[config.mk]
export PLATFORM = sky130hd
export DESIGN_NAME = imem_boot_loader
export DESIGN_NICKNAME = d
export VERILOG_FILES = /design/src/rtl/imem_boot_loader.sv
export SDC_FILE = /design/constraint.sdc
export NUM_CORES = 1
export LEC_CHECK = 0
export BUFFER_PORTS_ARGS = -buffer_cell sky130_fd_sc_hd__buf_2
export CORE_ASPECT_RATIO = 0.6
export CORE_MARGIN = 5
export CORE_UTILIZATION = 53
export DETAILED_ROUTE_END_ITERATION = 6
export GPL_TIMING_DRIVEN = 0
export PLACE_DENSITY = 0.82
export SLEW_MARGIN = 20
export SYNTH_ARGS = -nofsm -noshare
export SYNTH_HDL_FRONTEND = slang
export SYNTH_SLANG_ARGS = --single-unit
[constraint.sdc]
create_clock -name clk -period 1.8 [get_ports clk]
set_input_delay 0.45 -clock clk [delete_from_list [all_inputs] [get_ports clk]]
set_output_delay 0.45 -clock clk [all_outputs]
set_load 0.05 [all_outputs]
[src/rtl/imem_boot_loader.sv]
// Boot loader: streams instruction words into sequential imem addresses, then hands the port to IF.
// Optional running checksum of the current load is enabled with `define IMEM_LOAD_CHECKSUM_EN.
module imem_boot_loader #(
    parameter int                 DATA_W    = 16,
    parameter int                 ADDR_W    = 20,
    parameter logic [ADDR_W-1:0]  BASE_ADDR = '0
) (
    input  logic              clk,
    input  logic              rst_n,
    input  logic              start,
    input  logic              in_valid,
    input  logic [DATA_W-1:0] in_data,
    input  logic              in_last,
    output logic              in_ready,
    input  logic [ADDR_W-1:0] fetch_addr,
    output logic              mem_we,
    output logic [ADDR_W-1:0] mem_addr,
    output logic [DATA_W-1:0] mem_wdata,
    output logic              cpu_hold,
    output logic              load_done,
    output logic              load_err,
`ifdef IMEM_LOAD_CHECKSUM_EN
    output logic [DATA_W-1:0] load_csum,
`endif
    output logic [ADDR_W:0]   word_count
);

    // Valid/ready: a word transfers on any rising edge where in_valid && in_ready;
    // in_ready depends only on the state, never on in_valid.
    typedef enum logic [1:0] {
        IDLE = 2'd0,
        LOAD = 2'd1,
        DONE = 2'd2,
        ERR  = 2'd3
    } state_t;

    localparam logic [ADDR_W-1:0] ADDR_ONE  = {{(ADDR_W-1){1'b0}}, 1'b1};
    localparam logic [ADDR_W:0]   COUNT_ONE = {{ADDR_W{1'b0}}, 1'b1};

    state_t            state;
    state_t            state_next;
    logic [ADDR_W-1:0] wr_addr;
    logic [ADDR_W-1:0] write_addr;
    logic              handshake;
    logic              at_top;
    logic              restart;

    assign in_ready  = (state == LOAD);
    assign handshake = in_valid && in_ready;
    assign at_top    = (wr_addr == {ADDR_W{1'b1}});
    assign restart   = start && (state != LOAD);

    always_comb begin
        state_next = state;
        case (state)
            IDLE: if (start) state_next = LOAD;
            LOAD: begin
                if (handshake) begin
                    if (in_last)     state_next = DONE;
                    else if (at_top) state_next = ERR;
                end
            end
            DONE: if (start) state_next = LOAD;
            ERR:  if (start) state_next = LOAD;
            default: state_next = IDLE;
        endcase
    end

    // A registered write in flight keeps the port even on the first DONE cycle.
    always_comb begin
        mem_addr = wr_addr;
        if (mem_we)             mem_addr = write_addr;
        else if (state == DONE) mem_addr = fetch_addr;
    end

    always_ff @(posedge clk or negedge rst_n) begin
        if (!rst_n) begin
            state      <= IDLE;
            wr_addr    <= BASE_ADDR;
            write_addr <= BASE_ADDR;
            word_count <= '0;
            mem_we     <= 1'b0;
            mem_wdata  <= '0;
            cpu_hold   <= 1'b1;
            load_done  <= 1'b0;
            load_err   <= 1'b0;
        end else begin
            state     <= state_next;
            mem_we    <= handshake;
            cpu_hold  <= (state_next != DONE);
            load_done <= (state_next == DONE);
            load_err  <= (state_next == ERR);
            if (handshake) begin
                write_addr <= wr_addr;
                mem_wdata  <= in_data;
                wr_addr    <= wr_addr + ADDR_ONE;
                word_count <= word_count + COUNT_ONE;
            end else if (restart) begin
                wr_addr    <= BASE_ADDR;
                word_count <= '0;
            end
        end
    end

`ifdef IMEM_LOAD_CHECKSUM_EN
    always_ff @(posedge clk or negedge rst_n) begin
        if (!rst_n) begin
            load_csum <= '0;
        end else if (handshake) begin
            load_csum <= load_csum + in_data;
        end else if (restart) begin
            load_csum <= '0;
        end
    end
`endif

endmodule

Word-level counts from Yosys, hierarchy flattened. Index checks and enable logic that the tools add are counted.

Flip-flop bits (word level): 83. Input port bits: 41. Output and inout bits: 62.

Reduce and logical (&&, ||, !) cells: 5. $add $sub $neg: 2. Equal/unequal tests: 8. Mux-type cells: 11.

Operator list (number): 2-to-1 mux 20 bit (4); 2-to-1 mux 21 bit (2); adder 21 x 1 -> 21 bit, second input constant (1); adder 20 x 1 -> 20 bit, second input constant (1); == test 20 bit, second input constant (1); == test 2 bit, second input constant (4); 2-to-1 mux 2 bit (4); case mux 2 bit (2 select lines) (1); OR reduction 3 bit (1); == test 2 x 1 -> 1 bit, second input constant (1); logical AND 1 bit (2); zero test 2 bit (1); != test 2 x 1 -> 1 bit, second input constant (1); != test 2 bit, second input constant (1); nonzero test 2 bit (1).

Depth between registers and ports, before layout. Gate-level depths: netlist (run 1).

Depth after elaboration: 6. Mapped depth: 6. Mapped depth without buffers: 6.

Worst setup path before layout (run 1). OpenSTA, ideal clock, no wires.

Kind: reg2out. Start point: reg state[0]. End point: out mem_addr[0]. Path slack: -784 ps. Stages on the path, launching flop included: 6. Arrival: 2134 ps. Data required time: 1350 ps. Cells stage by stage: dfrtp_1 > nor2b_1 > clkbuf_1 > buf_2 > mux2i_1 > o21ai_0.

Cells in the longest elaborated chain, start to end: 3.

RTL lines: from (decl) (line 40) `state_t state;`; from (signal assigned) (line 88) `state <= state_next;`; == test 2 bit (line 73) `else if (state == DONE) mem_addr = fetch_addr;`; 2-to-1 mux 20 bit (line 73); 2-to-1 mux 20 bit (line 72) `if (mem_we) mem_addr = write_addr;`; to (decl) (line 17) `output logic [ADDR_W-1:0] mem_addr,`.

Every way passes these cells.

==> impl_metrics.csv, run 1 <==
group,metric,value,unit
worst_setup_path,cp_cell_sequence,"nor2b_4, buf_12, buf_12, mux2i_4, o21ai_4, buf_6",
final_layout,drive_gt1_frac,0.388,
power_and_ir_drop,p_clk_frac,0.272,
clock_network,cts_hold_buffers,0,
synth,async_flop_share,1.00,
synth,yosys-top-cells-count,"nand2_1, dfrtp_1, o21ai_0, mux2i_1, nand3_1",
floorplanning,core_region_area,0.00736,mm2
global_routing,grt_pass1_vias,4020,
timing,relSlewSlack,0.595,
clock_network,clock_sinks,83,
status,status,"finished with violations",
worst_setup_path,crit_required,1350,ps
worst_setup_path,reg2reg_to,"wr_addr[13]",
status,failed_checks,"setup timing",
power_and_ir_drop,power_switching_share,0.419,
final_layout,fin_util,0.815,
floorplanning,rows,24,
worst_setup_path,crit_path_end_kind,"output pin",
floorplanning,die-width,123,um
final_layout,post_layout_nonfiller_instances,682,
floorplanning,dieArea,0.00959,mm2
synth,synth_edf_count,0,
clock_network,clock_latency,340,ps
synth,netlist.area_leader.share,0.504,
synth,syn-instance-count,449,
power_and_ir_drop,leakagePower,2.87,nW
place,dp_cells,656,
timing,final-hold-violation-count,0,
synth,synth_top_flop_cell,"dfrtp_1",
detailed_routing,num_vias,4038,
power_and_ir_drop,comb_power_share,0.431,
final_layout,area_growth,47.3,%
worst_setup_path,r2r_slack,-40,ps
worst_setup_path,worst-path-buf-inv,3,
synth,synthesis.nets,492,
worst_setup_path,cpPeakStageDelay,390,ps
floorplanning,ios,103,
synth,syn_area_per_cell,9.06,um2
clock_network,numCtsBuffers,9,
final_layout,diodes,0,
worst_setup_path,crit_type,"flop to output pin",
timing,whs,119,ps
synth,synth_top_area_cell,"dfrtp_1",
clock_network,cts_tree,"done",
timing,setup_violations,25,
power_and_ir_drop,peakVddDrop,0.730,mV
floorplanning,initial_utilization,0.553,
global_routing,antenna_found_initial,0,
final_layout,design_area,0.00599,mm2
power_and_ir_drop,power.share.sequential,0.297,
timing,worst_slack,-367,ps
synth,synth_warnings,0,
global_routing,overflow,0,
global_routing,grt_pass1_wl,20300,um
timing,period_needed,2170,ps
synth,syn_area,0.00407,mm2
timing,tns,-7140,ps
synth,synth_top_cells_by_area,"dfrtp_1, nand2_1, mux2i_1, o21ai_0, nand3_1",
global_routing,track_usage,0.271,
synth,synth.ff_latch_count,83,
power_and_ir_drop,p_sw,3.44,mW
power_and_ir_drop,powerDensity,1370,mW/mm2
timing,slew_violations,0,
final_layout,seqCellArea,0.00209,mm2
timing,finalCritPeriodShare,1.20,
power_and_ir_drop,intPower,4.77,mW
final_layout,final.fill_count,430,
clock_network,cts_buffer_depth,2,
detailed_routing,drt_iter0_drc,437,
detailed_routing,routed_wl,13000,um
worst_setup_path,crit_path_max_fanout,5,
worst_setup_path,worstPathArrival,1720,ps
worst_setup_path,start_kind,"flop",
detailed_routing,dr.pass1.iters,5,
final_layout,final_nets,616,
clock_network,htreeDepth,3,
synth,ys_seq_area_frac,0.511,
final_layout,multi_input_area,0.00241,mm2
clock_network,clk_pin_slew,60,ps
clock_network,cts_root_buf,"clkbuf_16",
timing,max_freq,0.461,GHz
timing,rsz0062_at_grt,"true",
place,place_hpwl,7990,um
worst_setup_path,cp_slowest_cell,"dfrtp_1",
floorplanning,die-height,77.9,um
timing,clock-skew-final,7.58,ps
synth,synth.most_common_cell,"nand2_1",
synth,synth_cell_types,42,
place,place_congestion,0.866,
worst_setup_path,r2r_cells,5,
worst_setup_path,critPathTopFamily,"buffers and inverters",
place,io_buffers,102,
global_routing,grt_max_degree,49,
detailed_routing,drtAntennaViolNets,0,
place,placedInstanceArea,0.00498,mm2
timing,worst_pin_slew,608,ps
detailed_routing,vias_per_cell,5.92,
worst_setup_path,cp_common_cell,"buf_12",
run,maxCapViolations,0,
detailed_routing,drt-wirelength-per-cell,19.0,um
detailed_routing,drcViolationCount,0,
worst_hold_path,min_path_type,"input pin to asynchronous set/reset pin",
==> power by group through the flow <==
| stage | combinational [mW] | sequential, mW | clock [mW] |
|---|---|---|---|
| floorplan | 1.37 | 3.19 | 0 |
| global placement | 2.82 | 2.41 | 0 |
| detailed placement | 2.90 | 2.43 | 0 |
| CTS | 3.42 | 2.40 | 2.24 |
| global route | 3.72 | 2.46 | 2.33 |
| finish | 3.54 | 2.44 | 2.23 |
==> final cells by class <==
class | instances | area share
clock inverter | 5 | 0.0209
inverter | 7 | 0.00438
clock buffer | 11 | 0.0388
sequential | 83 | 0.349
tap | 104 | 0.0217
timing repair buffer | 116 | 0.136
multi-input combinational | 333 | 0.401
buffer | 23 | 0.0280
==> flip-flops by register name, indices dropped and copies added (netlist names), named ones only <==
| register | flops |
|---|---|
| state | 1 |
| mem_wdata | 16 |
| wr_addr | 20 |
| mem_we | 1 |
| word_count | 21 |
| load_done | 1 |
| load_err | 1 |
| write_addr | 20 |
| cpu_hold | 1 |
==> logic make-up after synthesis <==
logic type,synth area share
mux,0.0836
xor+xnor,0.00215
compound gates,0.112
buf+inv,0.0384
fa+ha+maj,0.00615
flops,0.511
simple gates,0.247
==> worst reg2reg max path, delay by kind of cell, from the launching register on <==
kind                   cells  cell delay (ps)
buffers and inverters      1              140
AOI/OAI and AO/OA          2              300
and+or+nand+nor            2              860
DFF                        1              410
==> stage by stage <==
stage / power [mW] / worst slack [ps]
2_1_floorplan: 4.56 / -22.6
3_3_place_gp: 5.23 / -500
3_5_place_dp: 5.33 / -278
4_1_cts: 8.05 / -351
5_1_grt: 8.51 / -402
6_report: 8.20 / -367
==> metal layers <==
layer	up-vias	routed length [um]	GRT usage
li1	1814	-	-
met2	235	6210	0.431
met1	1952	5290	0.356
met3	37	1140	0.0836
met5	-	0	0
met4	0	307	0.0895
==> cell usage in the layout (no fill, tap or decap), drive strengths merged, types with 2 or more instances in the layout <==
| master | instances |
|---|---|
| a21oi | 4 |
| a22o | 2 |
| a31oi | 7 |
| a41oi | 3 |
| and3 | 4 |
| and4 | 3 |
| buf | 124 |
| bufinv | 4 |
| clkbuf | 26 |
| dfrtp | 82 |
| ha | 2 |
| inv | 7 |
| mux2i | 34 |
| nand2 | 163 |
| nand2b | 2 |
| nand3 | 15 |
| nand4 | 11 |
| nand4b | 2 |
| nor2 | 6 |
| nor3 | 4 |
| nor4 | 6 |
| o211ai | 8 |
| o21ai | 37 |
| o31ai | 9 |
| or2 | 2 |
==> timing repair <==
item,CTS,global route
setup buffers,4,8
pin swaps,6,17
resized for setup,108,35
cloned,2,0
endpoints found under the setup margin,36,83
==> worst max-delay path by stage <==
stage          slack [ps]  cells after the start            end
6_report             -370                      6    mem_addr[6]
5_1_grt              -400                      6    mem_addr[6]
4_1_cts              -350                      6    mem_addr[6]
3_5_place_dp         -280                      6    mem_addr[1]
3_3_place_gp         -500                      1  word_count[0]
2_1_floorplan         -20                      5    mem_addr[0]
Note: power is estimated with default switching activity, not from simulation.
==> run 2: changes to the inputs <==
--- a/config.mk
+++ b/config.mk
@@ -5,10 +5,12 @@
 export SDC_FILE = /design/constraint.sdc
 export NUM_CORES = 1
 export LEC_CHECK = 0
+export ABC_AREA = 1
 export BUFFER_PORTS_ARGS = -buffer_cell sky130_fd_sc_hd__buf_2
+export CAP_MARGIN = 10
 export CORE_ASPECT_RATIO = 0.6
 export CORE_MARGIN = 5
-export CORE_UTILIZATION = 53
+export CORE_UTILIZATION = 54
 export DETAILED_ROUTE_END_ITERATION = 6
 export GPL_TIMING_DRIVEN = 0
 export PLACE_DENSITY = 0.82
==> impl_metrics.csv, run 2 <==
group,metric,value,unit
timing,worst_slack,-329,ps
synth,synth_top_flop_cell,"dfrtp_1",
detailed_routing,vias_per_cell,5.55,
power_and_ir_drop,peakVddDrop,1.04,mV
final_layout,reg_top3,"word_count: 21 flops, wr_addr: 20 flops, write_addr: 20 flops",
timing,whs,43.6,ps
status,status,"finished with violations",
synth,ys_seq_area_frac,0.470,
power_and_ir_drop,finalPower,7.46,mW
synth,synth_cell_types,37,
synth,synth_top_area_cell,"dfrtp_1",
clock_network,numCtsBuffers,9,
detailed_routing,drt-wirelength-per-cell,17.5,um
floorplanning,rows,25,
final_layout,largest_reg_flops,21,
synth,netlist.area_leader.share,0.464,
synth,synth_warnings,0,
timing,clock-skew-final,4.50,ps
worst_setup_path,crit_path_end_kind,"output pin",
detailed_routing,dr.pass1.iters,7,
synth,synth.ff_latch_count,83,
timing,rsz0062_at_grt,"true",
timing,final-hold-violation-count,0,
timing,period_needed,2130,ps
clock_network,cts_tree,"done",
global_routing,overflow,0,
timing,slew_violations,0,
final_layout,largest_register,"word_count",
clock_network,clk_pin_slew,60,ps
final_layout,layout_commonest_cell,"nand2_1",
final_layout,final_nets,749,
worst_setup_path,crit_type,"flop to output pin",
floorplanning,ios,103,
place,dp_cells,793,
worst_setup_path,r2r_cells,7,
final_layout,area_growth,35.2,%
global_routing,grt_pass1_wl,22500,um
status,failed_checks,"setup timing",
clock_network,htreeDepth,3,
clock_network,clock_latency,340,ps
worst_setup_path,crit_required,1350,ps
clock_network,clock_sinks,83,
synth,syn-instance-count,582,
run,maxCapViolations,0,
clock_network,cts_hold_buffers,0,
worst_hold_path,min_path_type,"input pin to asynchronous set/reset pin",
timing,relSlewSlack,0.700,
final_layout,multi_input_area,0.00222,mm2
place,place_congestion,0.894,
floorplanning,die-height,80.1,um
final_layout,post_layout_nonfiller_instances,819,
global_routing,grt_max_degree,53,
place,io_buffers,102,
detailed_routing,drt_iter0_drc,532,
detailed_routing,routed_wl,14300,um
synth,syn_area_per_cell,7.59,um2
clock_network,cts_buffer_depth,2,
floorplanning,dieArea,0.0101,mm2
timing,finalCritPeriodShare,1.18,
timing,max_freq,0.470,GHz
synth,synth.most_common_cell,"nand2_1",
detailed_routing,drcViolationCount,0,
floorplanning,die-width,127,um
worst_setup_path,worstPathArrival,1680,ps
floorplanning,initial_utilization,0.558,
worst_setup_path,crit_path_max_fanout,5,
synth,synth_edf_count,0,
detailed_routing,drtAntennaViolNets,0,
place,place_hpwl,10200,um
final_layout,drive_gt1_frac,0.307,
global_routing,antenna_found_initial,0,
clock_network,cts_root_buf,"clkbuf_16",
power_and_ir_drop,leakagePower,2.93,nW
detailed_routing,num_vias,4545,
floorplanning,core_region_area,0.00791,mm2
synth,async_flop_share,1.00,
synth,synth_top_cells_by_area,"dfrtp_1, nand2_1, inv_1, nor2_1, nand3_1",
synth,syn_area,0.00442,mm2
global_routing,track_usage,0.287,
final_layout,diodes,0,
final_layout,final.fill_count,599,
final_layout,layout_common_cells,"nand2_1, buf_2, dfrtp_1",
timing,worst_pin_slew,450,ps
worst_setup_path,start_kind,"flop",
final_layout,seqCellArea,0.00208,mm2
power_and_ir_drop,powerDensity,1250,mW/mm2
timing,setup_violations,20,
global_routing,grt_pass1_vias,4414,
synth,yosys-top-cells-count,"nand2_1, dfrtp_1, inv_1, nor2_1",
synth,synthesis.nets,625,
## run 2: cell count changes after synthesis, sizes merged, moves of 12 or more
cell	delta
inv	+63
nand2	+26
o21ai	+12
mux2i	-34
nor2	+47
nand3	+19
a21oi	+14
## run 2: final timing paths
check                               from        endpoint  slack [ps]
max                             state[0]    mem_addr[18]        -330
max in group asynchronous          rst_n    mem_wdata[7]        1150
max reg2reg                     state[0]   word_count[8]          90
min reg2reg                mem_wdata[13]   mem_wdata[13]         480
min                                rst_n  word_count[16]          40
min in group clk              in_data[8]    mem_wdata[8]         300
## run 2: logic make-up after synthesis
kind of cell / count (synthesis) / share of synthesized area
DFF: 83 / 0.470
and+or+nand+nor: 301 / 0.295
buffers and inverters: 94 / 0.0909
xor gates and xnor gates: 1 / 0.00198
adders and majority gates: 2 / 0.00566
AOI/OAI and AO/OA: 101 / 0.137
## run 2: cell type report
cell class / count / area share
Multi-Input combinational cell: 405 / 0.372
Sequential cell: 83 / 0.348
Timing Repair Buffer: 113 / 0.132
Inverter: 70 / 0.0444
Clock buffer: 11 / 0.0406
Buffer: 24 / 0.0358
Tap cell: 108 / 0.0226
Clock inverter: 5 / 0.00503
## run 2: timing repair
item	CTS	global route
endpoints found under the setup margin	20	29
pin swaps	13	6
gates resized for setup	69	12
buffers inserted	5	2
gates cloned	2	1
## run 2: metal layers
metal	wire length (um)	GRT usage
met2	6210	0.428
met4	217	0.0921
met1	6180	0.405
met3	1700	0.0831
met5	0	0
## run 2: critical path, cell delays in order (launching register included)
cell	delay [ps]
dfrtp_1	410
nor2_4	180
inv_4	80
buf_8	140
o211ai_1	260
o21ai_4	90
buf_6	160
## run 2: power breakdown
part / total [mW] / switching [mW] / leakage [nW] / internal (mW)
registers: 2.42 / 0.236 / 1.10 / 2.18
clock network: 1.71 / 0.746 / 0.131 / 0.965
logic: 3.33 / 2.31 / 1.70 / 1.01
## run 2: through the flow
stage	setup slack (ps)	TNS, ps	utilization	cell area [um2]
floorplan	-51.2	-529	-	4660
global placement	-539	-38500	0.671	5310
detailed placement	-484	-7810	0.674	5340
CTS	-334	-5690	0.746	5900
global route	-387	-7090	0.755	5970
finish	-329	-5940	0.755	5970
